==> config.mk <==
export PLATFORM = sky130hd
export DESIGN_NAME = uart_time_sender
export DESIGN_NICKNAME = d
export VERILOG_FILES = /design/src/rtl/uart_time_sender_pkg.sv /design/src/rtl/uart_time_sender_bin2ascii_2d.sv /design/src/rtl/uart_time_sender.sv
export SDC_FILE = /design/constraint.sdc
export NUM_CORES = 1
export LEC_CHECK = 0
export CAP_MARGIN = 20
export CORE_MARGIN = 2
export CORE_UTILIZATION = 60
export CTS_BUF_LIST = sky130_fd_sc_hd__clkbuf_4
export DETAILED_ROUTE_END_ITERATION = 8
export PLACE_DENSITY = 0.91
export SETUP_SLACK_MARGIN = 0.15
export SYNTH_ARGS = -nofsm -noshare
export SYNTH_HDL_FRONTEND = slang
export SYNTH_HIERARCHICAL = 1
export SYNTH_SLANG_ARGS = --single-unit
==> constraint.sdc <==
create_clock -name clk -period 4.13 [get_ports clk]
set_input_delay 1.239 -clock clk [delete_from_list [all_inputs] [get_ports clk]]
set_output_delay 1.239 -clock clk [all_outputs]
set_load 0.03 [all_outputs]
==> src/rtl/uart_time_sender_pkg.sv <==
// Shared constants and types for the time-string UART feeder.
// FSM encodings, ASCII characters, message lengths, digit-pair bundle.
package uart_time_sender_pkg;

  localparam logic [1:0] ST_IDLE = 2'd0;
  localparam logic [1:0] ST_LOAD = 2'd1;
  localparam logic [1:0] ST_SEND = 2'd2;
  localparam logic [1:0] ST_WAIT = 2'd3;

  localparam logic [7:0] ASCII_0 = 8'h30;
  localparam logic [7:0] COLON   = 8'h3A;
  localparam logic [7:0] DOT     = 8'h2E;
  localparam logic [7:0] CR      = 8'h0D;
  localparam logic [7:0] LF      = 8'h0A;

  localparam int unsigned MSG_LEN_CSEC   = 13;
  localparam int unsigned MSG_LEN_NOCSEC = 10;

  typedef struct packed {
    logic [7:0] tens;
    logic [7:0] ones;
  } digits_t;

endpackage

==> src/rtl/uart_time_sender_bin2ascii_2d.sv <==
// Combinational 0-99 to two ASCII digits; inputs above 99 clamp to 99.
// Ports: val_i (7b value), tens_o / ones_o (ASCII digits).
module bin2ascii_2d
  import uart_time_sender_pkg::*;
(
  input  logic [6:0] val_i,
  output logic [7:0] tens_o,
  output logic [7:0] ones_o
);

  logic [6:0] r;
  logic [3:0] t;

  // Restoring divide by 10: subtract 80/40/20/10 in turn.
  always_comb begin
    r = (val_i > 7'd99) ? 7'd99 : val_i;
    t = 4'd0;
    if (r >= 7'd80) begin
      r = r - 7'd80;
      t = t + 4'd8;
    end
    if (r >= 7'd40) begin
      r = r - 7'd40;
      t = t + 4'd4;
    end
    if (r >= 7'd20) begin
      r = r - 7'd20;
      t = t + 4'd2;
    end
    if (r >= 7'd10) begin
      r = r - 7'd10;
      t = t + 4'd1;
    end
    tens_o = ASCII_0 + {4'd0, t};
    ones_o = ASCII_0 + {1'b0, r};
  end

endmodule

==> src/rtl/uart_time_sender.sv <==
// Snapshots the time on i_send and streams "HH:MM:SS[.CC]\r\n" to a UART TX.
// Ports: clk/rst, i_send, i_hour/min/sec/csec, i_tx_busy/done -> o_tx_*, o_busy/done/err.
module uart_time_sender
  import uart_time_sender_pkg::*;
#(
  parameter int SHOW_CSEC = 1,
  parameter int TIMEOUT   = 2_000_000
) (
  input  logic       clk,
  input  logic       rst,
  input  logic       i_send,
  input  logic [4:0] i_hour,
  input  logic [5:0] i_min,
  input  logic [5:0] i_sec,
  input  logic [6:0] i_csec,
  input  logic       i_tx_busy,
  input  logic       i_tx_done,
  output logic       o_tx_start,
  output logic [7:0] o_tx_data,
  output logic       o_busy,
  output logic       o_done,
  output logic       o_err
);

  localparam int CW = (TIMEOUT > 2) ? $clog2(TIMEOUT) : 1;
  localparam logic [CW-1:0] CNT_LAST = CW'(TIMEOUT - 1);
  localparam logic [3:0] LAST_IDX =
    (SHOW_CSEC != 0) ? 4'(MSG_LEN_CSEC - 1) : 4'(MSG_LEN_NOCSEC - 1);

  logic [1:0]          state_q, state_d;
  logic [4:0]          hour_q, hour_d;
  logic [5:0]          min_q, min_d;
  logic [5:0]          sec_q, sec_d;
  logic [6:0]          csec_q, csec_d;
  digits_t [3:0]       dig_q, dig_d;
  logic [3:0]          idx_q, idx_d;
  logic [CW-1:0]       cnt_q, cnt_d;
  logic                start_q, start_d;
  logic [7:0]          data_q, data_d;
  logic                busy_q, busy_d;
  logic                done_q, done_d;
  logic                err_q, err_d;

  digits_t [3:0]       conv;
  logic [3:0]          pos;
  logic [7:0]          cur_byte;

  bin2ascii_2d u_hour (
    .val_i  ({2'b00, hour_q}),
    .tens_o (conv[0].tens),
    .ones_o (conv[0].ones)
  );

  bin2ascii_2d u_min (
    .val_i  ({1'b0, min_q}),
    .tens_o (conv[1].tens),
    .ones_o (conv[1].ones)
  );

  bin2ascii_2d u_sec (
    .val_i  ({1'b0, sec_q}),
    .tens_o (conv[2].tens),
    .ones_o (conv[2].ones)
  );

  bin2ascii_2d u_csec (
    .val_i  (csec_q),
    .tens_o (conv[3].tens),
    .ones_o (conv[3].ones)
  );

  // Without centiseconds the tail "CR LF" sits at index 8/9;
  // map it onto the full 13-byte layout.
  always_comb begin
    pos = idx_q;
    if (SHOW_CSEC == 0 && idx_q >= 4'd8) begin
      pos = idx_q + 4'd3;
    end
    case (pos)
      4'd0:    cur_byte = dig_q[0].tens;
      4'd1:    cur_byte = dig_q[0].ones;
      4'd2:    cur_byte = COLON;
      4'd3:    cur_byte = dig_q[1].tens;
      4'd4:    cur_byte = dig_q[1].ones;
      4'd5:    cur_byte = COLON;
      4'd6:    cur_byte = dig_q[2].tens;
      4'd7:    cur_byte = dig_q[2].ones;
      4'd8:    cur_byte = DOT;
      4'd9:    cur_byte = dig_q[3].tens;
      4'd10:   cur_byte = dig_q[3].ones;
      4'd11:   cur_byte = CR;
      default: cur_byte = LF;
    endcase
  end

  always_comb begin
    state_d = state_q;
    hour_d  = hour_q;
    min_d   = min_q;
    sec_d   = sec_q;
    csec_d  = csec_q;
    dig_d   = dig_q;
    idx_d   = idx_q;
    cnt_d   = cnt_q;
    data_d  = data_q;
    busy_d  = busy_q;
    start_d = 1'b0;
    done_d  = 1'b0;
    err_d   = 1'b0;
    unique case (state_q)
      ST_IDLE: begin
        // A request coinciding with the done pulse is dropped.
        if (i_send && !done_q) begin
          hour_d  = i_hour;
          min_d   = i_min;
          sec_d   = i_sec;
          csec_d  = i_csec;
          busy_d  = 1'b1;
          state_d = ST_LOAD;
        end
      end
      ST_LOAD: begin
        dig_d   = conv;
        idx_d   = 4'd0;
        state_d = ST_SEND;
      end
      ST_SEND: begin
        if (!i_tx_busy) begin
          data_d  = cur_byte;
          start_d = 1'b1;
          cnt_d   = '0;
          state_d = ST_WAIT;
        end
      end
      ST_WAIT: begin
        if (i_tx_done) begin
          if (idx_q == LAST_IDX) begin
            done_d  = 1'b1;
            busy_d  = 1'b0;
            state_d = ST_IDLE;
          end else begin
            idx_d   = idx_q + 4'd1;
            state_d = ST_SEND;
          end
        end else if (cnt_q == CNT_LAST) begin
          err_d   = 1'b1;
          busy_d  = 1'b0;
          state_d = ST_IDLE;
        end else begin
          cnt_d = cnt_q + 1'b1;
        end
      end
      default: state_d = ST_IDLE;
    endcase
  end

  always_ff @(posedge clk) begin
    if (rst) begin
      state_q <= ST_IDLE;
      hour_q  <= '0;
      min_q   <= '0;
      sec_q   <= '0;
      csec_q  <= '0;
      dig_q   <= '0;
      idx_q   <= '0;
      cnt_q   <= '0;
      start_q <= 1'b0;
      data_q  <= 8'h00;
      busy_q  <= 1'b0;
      done_q  <= 1'b0;
      err_q   <= 1'b0;
    end else begin
      state_q <= state_d;
      hour_q  <= hour_d;
      min_q   <= min_d;
      sec_q   <= sec_d;
      csec_q  <= csec_d;
      dig_q   <= dig_d;
      idx_q   <= idx_d;
      cnt_q   <= cnt_d;
      start_q <= start_d;
      data_q  <= data_d;
      busy_q  <= busy_d;
      done_q  <= done_d;
      err_q   <= err_d;
    end
  end

  assign o_tx_start = start_q;
  assign o_tx_data  = data_q;
  assign o_busy     = busy_q;
  assign o_done     = done_q;
  assign o_err      = err_q;

endmodule

# == Word-level counts from Yosys, hierarchy flattened ==
# Index checks and enable logic that the tools add are counted.
# totals
regBits,127
input_bits,29
out_inout_bits,12
wordCells,181
# classes
add_sub_neg,38
order_cmp,20
eq_ne,24
n_mux,58
bitwise,4
n_reduce_logical,17
# op_table
operator,n
7-bit two-way mux,20
8-bit one-hot mux with 11 select lines,1
4-bit two-way mux,18
21-bit two-way mux,3
21-bit one-hot mux with 2 select lines,1
6-bit by 7-bit adder with 8-bit output (first input constant),4
6-bit by 4-bit adder with 7-bit output (first input constant),4
7-bit by 4-bit >= comparator with 1-bit output (second input constant),4
7-bit by 5-bit >= comparator with 1-bit output (second input constant),4
7-bit by 6-bit >= comparator with 1-bit output (second input constant),4
7-bit >= comparator (second input constant),4
7-bit by 4-bit subtractor with 7-bit output (second input constant),4
7-bit by 5-bit subtractor with 7-bit output (second input constant),4
7-bit by 6-bit subtractor with 7-bit output (second input constant),4
7-bit subtractor (second input constant),4
21-bit by 1-bit adder with 21-bit output (second input constant),1
21-bit equality test (second input constant),1
4-bit by 1-bit adder with 4-bit output (second input constant),5
4-bit equality test (second input constant),5
4-bit by 2-bit adder with 4-bit output (second input constant),4
4-bit by 3-bit adder with 4-bit output (second input constant),4
4-bit by 3-bit equality test with 1-bit output (second input constant),4
6-bit by 7-bit greater-than comparator with 1-bit output (second input constant),2
2-bit != test (second input constant),6
other kinds (23),46

# == Longest topological paths before layout ==
# depth
depth_word,11
ltp_mapped,15
mapped_depth_nobuf,13

# == Modules after synthesis ==
# The synthesis kept the hierarchy.
# by_module_without_submodules
module,instances,cells_each,area_per_inst_um2,seq_area_each_um2
uart_time_sender,1,693,5415.2,2542.4
bin2ascii_2d,4,93,668.1,0.0

# == Least setup slack after synthesis ==
# Ideal clock, no wire load.
# synth_path
path_type,reg-to-reg
from,register csec_q[2]
to,register dig_q[54] (netlist bit)
setup_time_ps,70
arrival_ps,2644
required_ps,4060
setup_slack_ps,1416
stages_incl_launch_ff,16
path_buffers,2
period_less_slack_ps,2714
path_cell_list,dfxtp_1 > buf_6 > buf_2 > nor2b_1 > nor3_1 > a221oi_1 > o21a_1 > ha_1 > a22oi_1 > a2111oi_4 > a22oi_4 > inv_1 > ha_1 > xnor2_1 > nand2_1 > a21oi_1
# synth_rtl
element,line,source
from (decl),uart_time_sender.sv:34,"logic [6:0] csec_q, csec_d;"
from (signal assigned),uart_time_sender.sv:177,csec_q <= csec_d;
to (signal assigned),uart_time_sender.sv:178,dig_q <= dig_d;
to (decl),uart_time_sender.sv:35,"digits_t [3:0] dig_q, dig_d;"

==> flow_summary.json <==
{
  "cts-resized-gates": 0,
  "root_buffer": "clkbuf_4",
  "numCtsBuffers": 17,
  "cap_violations": 0,
  "drt_first_iter_violations": 800,
  "cts_sinks": 127,
  "fin_crit_ns": 3.26,
  "tritoncts": "built",
  "grt_pass1_vias": 6832,
  "grt-ovfl-total": 0,
  "dp_hpwl_mm": 12.3,
  "synth_top_area_frac": 0.314,
  "setup-tns-final_ns": 0,
  "setup_slack_ns": 0.871,
  "rsz0062_at_grt": "false",
  "clk_path_buf_depth": 2,
  "track_usage": 0.266,
  "synth_edf_count": 0,
  "drtAntennaViolNets": 0,
  "crit_arrival_ns": 3.74,
  "power.density_mw_per_mm2": 325,
  "yosysMostFrequentCell": "nand2_1",
  "hold_buffers": 0,
  "crit_type": "flip-flop to flip-flop",
  "ios": 41,
  "vias": 7599,
  "register_area_mm2": 0.00254,
  "clk_pin_slew_ns": 0.11,
  "grt_pass1_wl_mm": 31.7,
  "nets": 1078,
  "yosysTopAreaCell": "dfxtp_1",
  "synth_cell_type_count": 72,
  "cts_setup_buffers": 0,
  "core_mm2": 0.0132,
  "hold_viol_final": 0,
  "period_share": 0.789,
  "start_util": 0.613,
  "final_core_util": 0.646,
  "die_area_mm2": 0.0144,
  "drive_above_1_share": 0.0791,
  "fin_skew_ns": 0.0267,
  "pre_cts_ws_ns": 0.960,
  "wl_mm": 18.9,
  "synth-async-reset-ratio": 0,
  "synth_area_per_cell_um2": 7.59,
  "synth-seq-cells": 127,
  "relSlewSlack": 0.378,
  "status": "finished, final reports clean",
  "antenna_found_initial": 1,
  "synth_seq_area_share": 0.314,
  "viasPerCell": 6.20,
  "synth_common_cells": "231 x nand2_1, 127 x dfxtp_1, 126 x a21oi_1",
  "synth_ff_type": "dfxtp_1",
  "slew_viol_final": 0,
  "start_kind": "flip-flop",
  "numPortBuffers": 40,
  "multiInputGateArea_mm2": 0.00486,
  "worst_ir_drop_vdd_v": 0.000179,
  "fill_cells": 1095,
  "place.gp.congestion": 0.903,
  "htree_num_levels": 4,
  "final_cells": 1226,
  "yosysWarnings": 6,
  "rows": 42,
  "syn_inst": 1065,
  "synthTopCellsByArea": "dfxtp_1 31%, nand2_1 11%, a21oi_1 7.8%, nor2_1 2.4%, clkbuf_1 2.3%",
  "cp.required_ns": 4.61,
  "fmax_mhz": 307,
  "die_h_um": 120,
  "area_delta_synth_final_pct": 5.29,
  "post_drt_wl_per_cell_um": 15.4,
  "p_leak_nw": 3.04,
  "hp-class": "flip-flop to flip-flop",
  "dp_cells": 1192,
  "dr.pass1.iters": 6,
  "worstMarginPinSlew_ns": 0.924,
  "synthesis.area_mm2": 0.00809,
  "end_kind": "flip-flop",
  "die_w_um": 120,
  "grt_max_degree": 71,
  "path_max_fanout": 21,
  "worst_skew_pair.late_latency_ns": 0.56,
  "drc": 0,
  "finalSetupViolCount": 0
}
## per-stage QoR
step | power (W) | area (µm²) | hold WS (ns)
after CTS | 0.00276 | 8490 | 0.461
after global placement | 0.00193 | 8230 | 0.438
final | 0.00277 | 8520 | 0.460
after detailed placement | 0.00195 | 8230 | 0.446
after floorplan | 0.00185 | 8130 | 0.432
after global routing | 0.00291 | 8520 | 0.482
## power breakdown
part | internal, W | leakage (nW) | switching (W) | total, W
Sequential | 0.00128 | 1.03 | 0.0000871 | 0.00137
Combinational | 0.000239 | 1.87 | 0.000331 | 0.000570
Clock | 0.000360 | 0.131 | 0.000464 | 0.000825
Total | 0.00188 | 3.04 | 0.000882 | 0.00277
## registers in the layout, indices dropped and copies added, names as in the netlist
register,count
hour_q,5
state_q,2
sec_q,6
dig_q,64
min_q,6
csec_q,7
o_done,1
cnt_q,21
o_err,1
o_tx_start,1
o_tx_data,8
o_busy,1
idx_q,4
## critical path: stages, from the launching register on
cell and delay, ns:
dfxtp_1 0.74, nand2b_1 0.23, o21ai_0 0.13, a221oi_1 0.25
o21a_1 0.17, ha_1 0.22, inv_1 0.09, a2111oi_4 0.57
a22oi_4 0.19, inv_1 0.11, ha_1 0.16, xnor2_1 0.12
nand2_1 0.07, a21oi_1 0.15
## cell usage in the layout, fill, tap and decap left out, types with 6 or more instances in the layout
cell type	synthesis	routed
a211oi_1	12	12
a21o_1	14	14
a21oi_1	126	126
a221oi_1	11	11
a222oi_1	6	6
a22oi_1	12	12
a311oi_1	10	10
a31oi_1	12	12
and3_1	7	7
buf_4	24	11
clkbuf_4	0	19
clkdlybuf4s50_1	0	39
clkinv_1	3	7
conb_1	9	20
dfxtp_1	127	127
ha_1	13	13
inv_1	33	33
mux2i_1	13	13
nand2_1	231	230
nand2b_1	18	18
nand3_1	21	21
nand4_1	12	12
nor2_1	51	50
nor2b_1	10	10
nor3_1	15	14
nor4_1	6	6
nor4b_1	6	6
o211ai_1	11	11
o21a_1	6	6
o21ai_0	32	32
o21ai_1	7	7
o31ai_1	8	8
or3_1	10	10
or4_1	9	9
or4bb_1	10	10
xnor2_1	8	8
## layer usage
layer,global-route usage,share of wire,vias up
met4,0.105,0.026,0
met3,0.0566,0.062,62
met2,0.433,0.48,316
met1,0.346,0.43,3529
li1,-,-,3692
met5,0,0,-
## layout make-up
cell class / count / area share
antenna: 1 / 0.000294
tap: 176 / 0.0259
timing repair buffer: 51 / 0.0579
sequential: 127 / 0.299
clock inverter: 13 / 0.0144
clock buffer: 19 / 0.0167
inverter: 36 / 0.0159
multi-input combinational: 803 / 0.570
## path summary, 6_finish.rpt
check                    start            to  slack [ns]  depth (start not counted)
setup / recovery     hour_q[4]      dig_q[6]        0.87                         13
hold / removal    o_tx_data[2]  o_tx_data[2]        0.46                          2
setup reg to reg     hour_q[4]      dig_q[6]        0.87                         13
hold reg to reg   o_tx_data[2]  o_tx_data[2]        0.46                          2
## cell families (layout without fill, tap and decap cells)
| family | count (synthesis) | after routing | share of synthesized area |
|---|---|---|---|
| other | 9 | 21 | 0.00418 |
| and+or+nand+nor | 432 | 432 | 0.261 |
| xor gates and xnor gates | 8 | 8 | 0.00866 |
| buffers and inverters | 146 | 119 | 0.0920 |
| adders and majority gates | 17 | 17 | 0.0251 |
| AOI/OAI and AO/OA | 311 | 311 | 0.276 |
| DFF | 127 | 127 | 0.314 |
| muxes | 15 | 15 | 0.0189 |
Note: power is estimated with default switching activity, not from simulation.
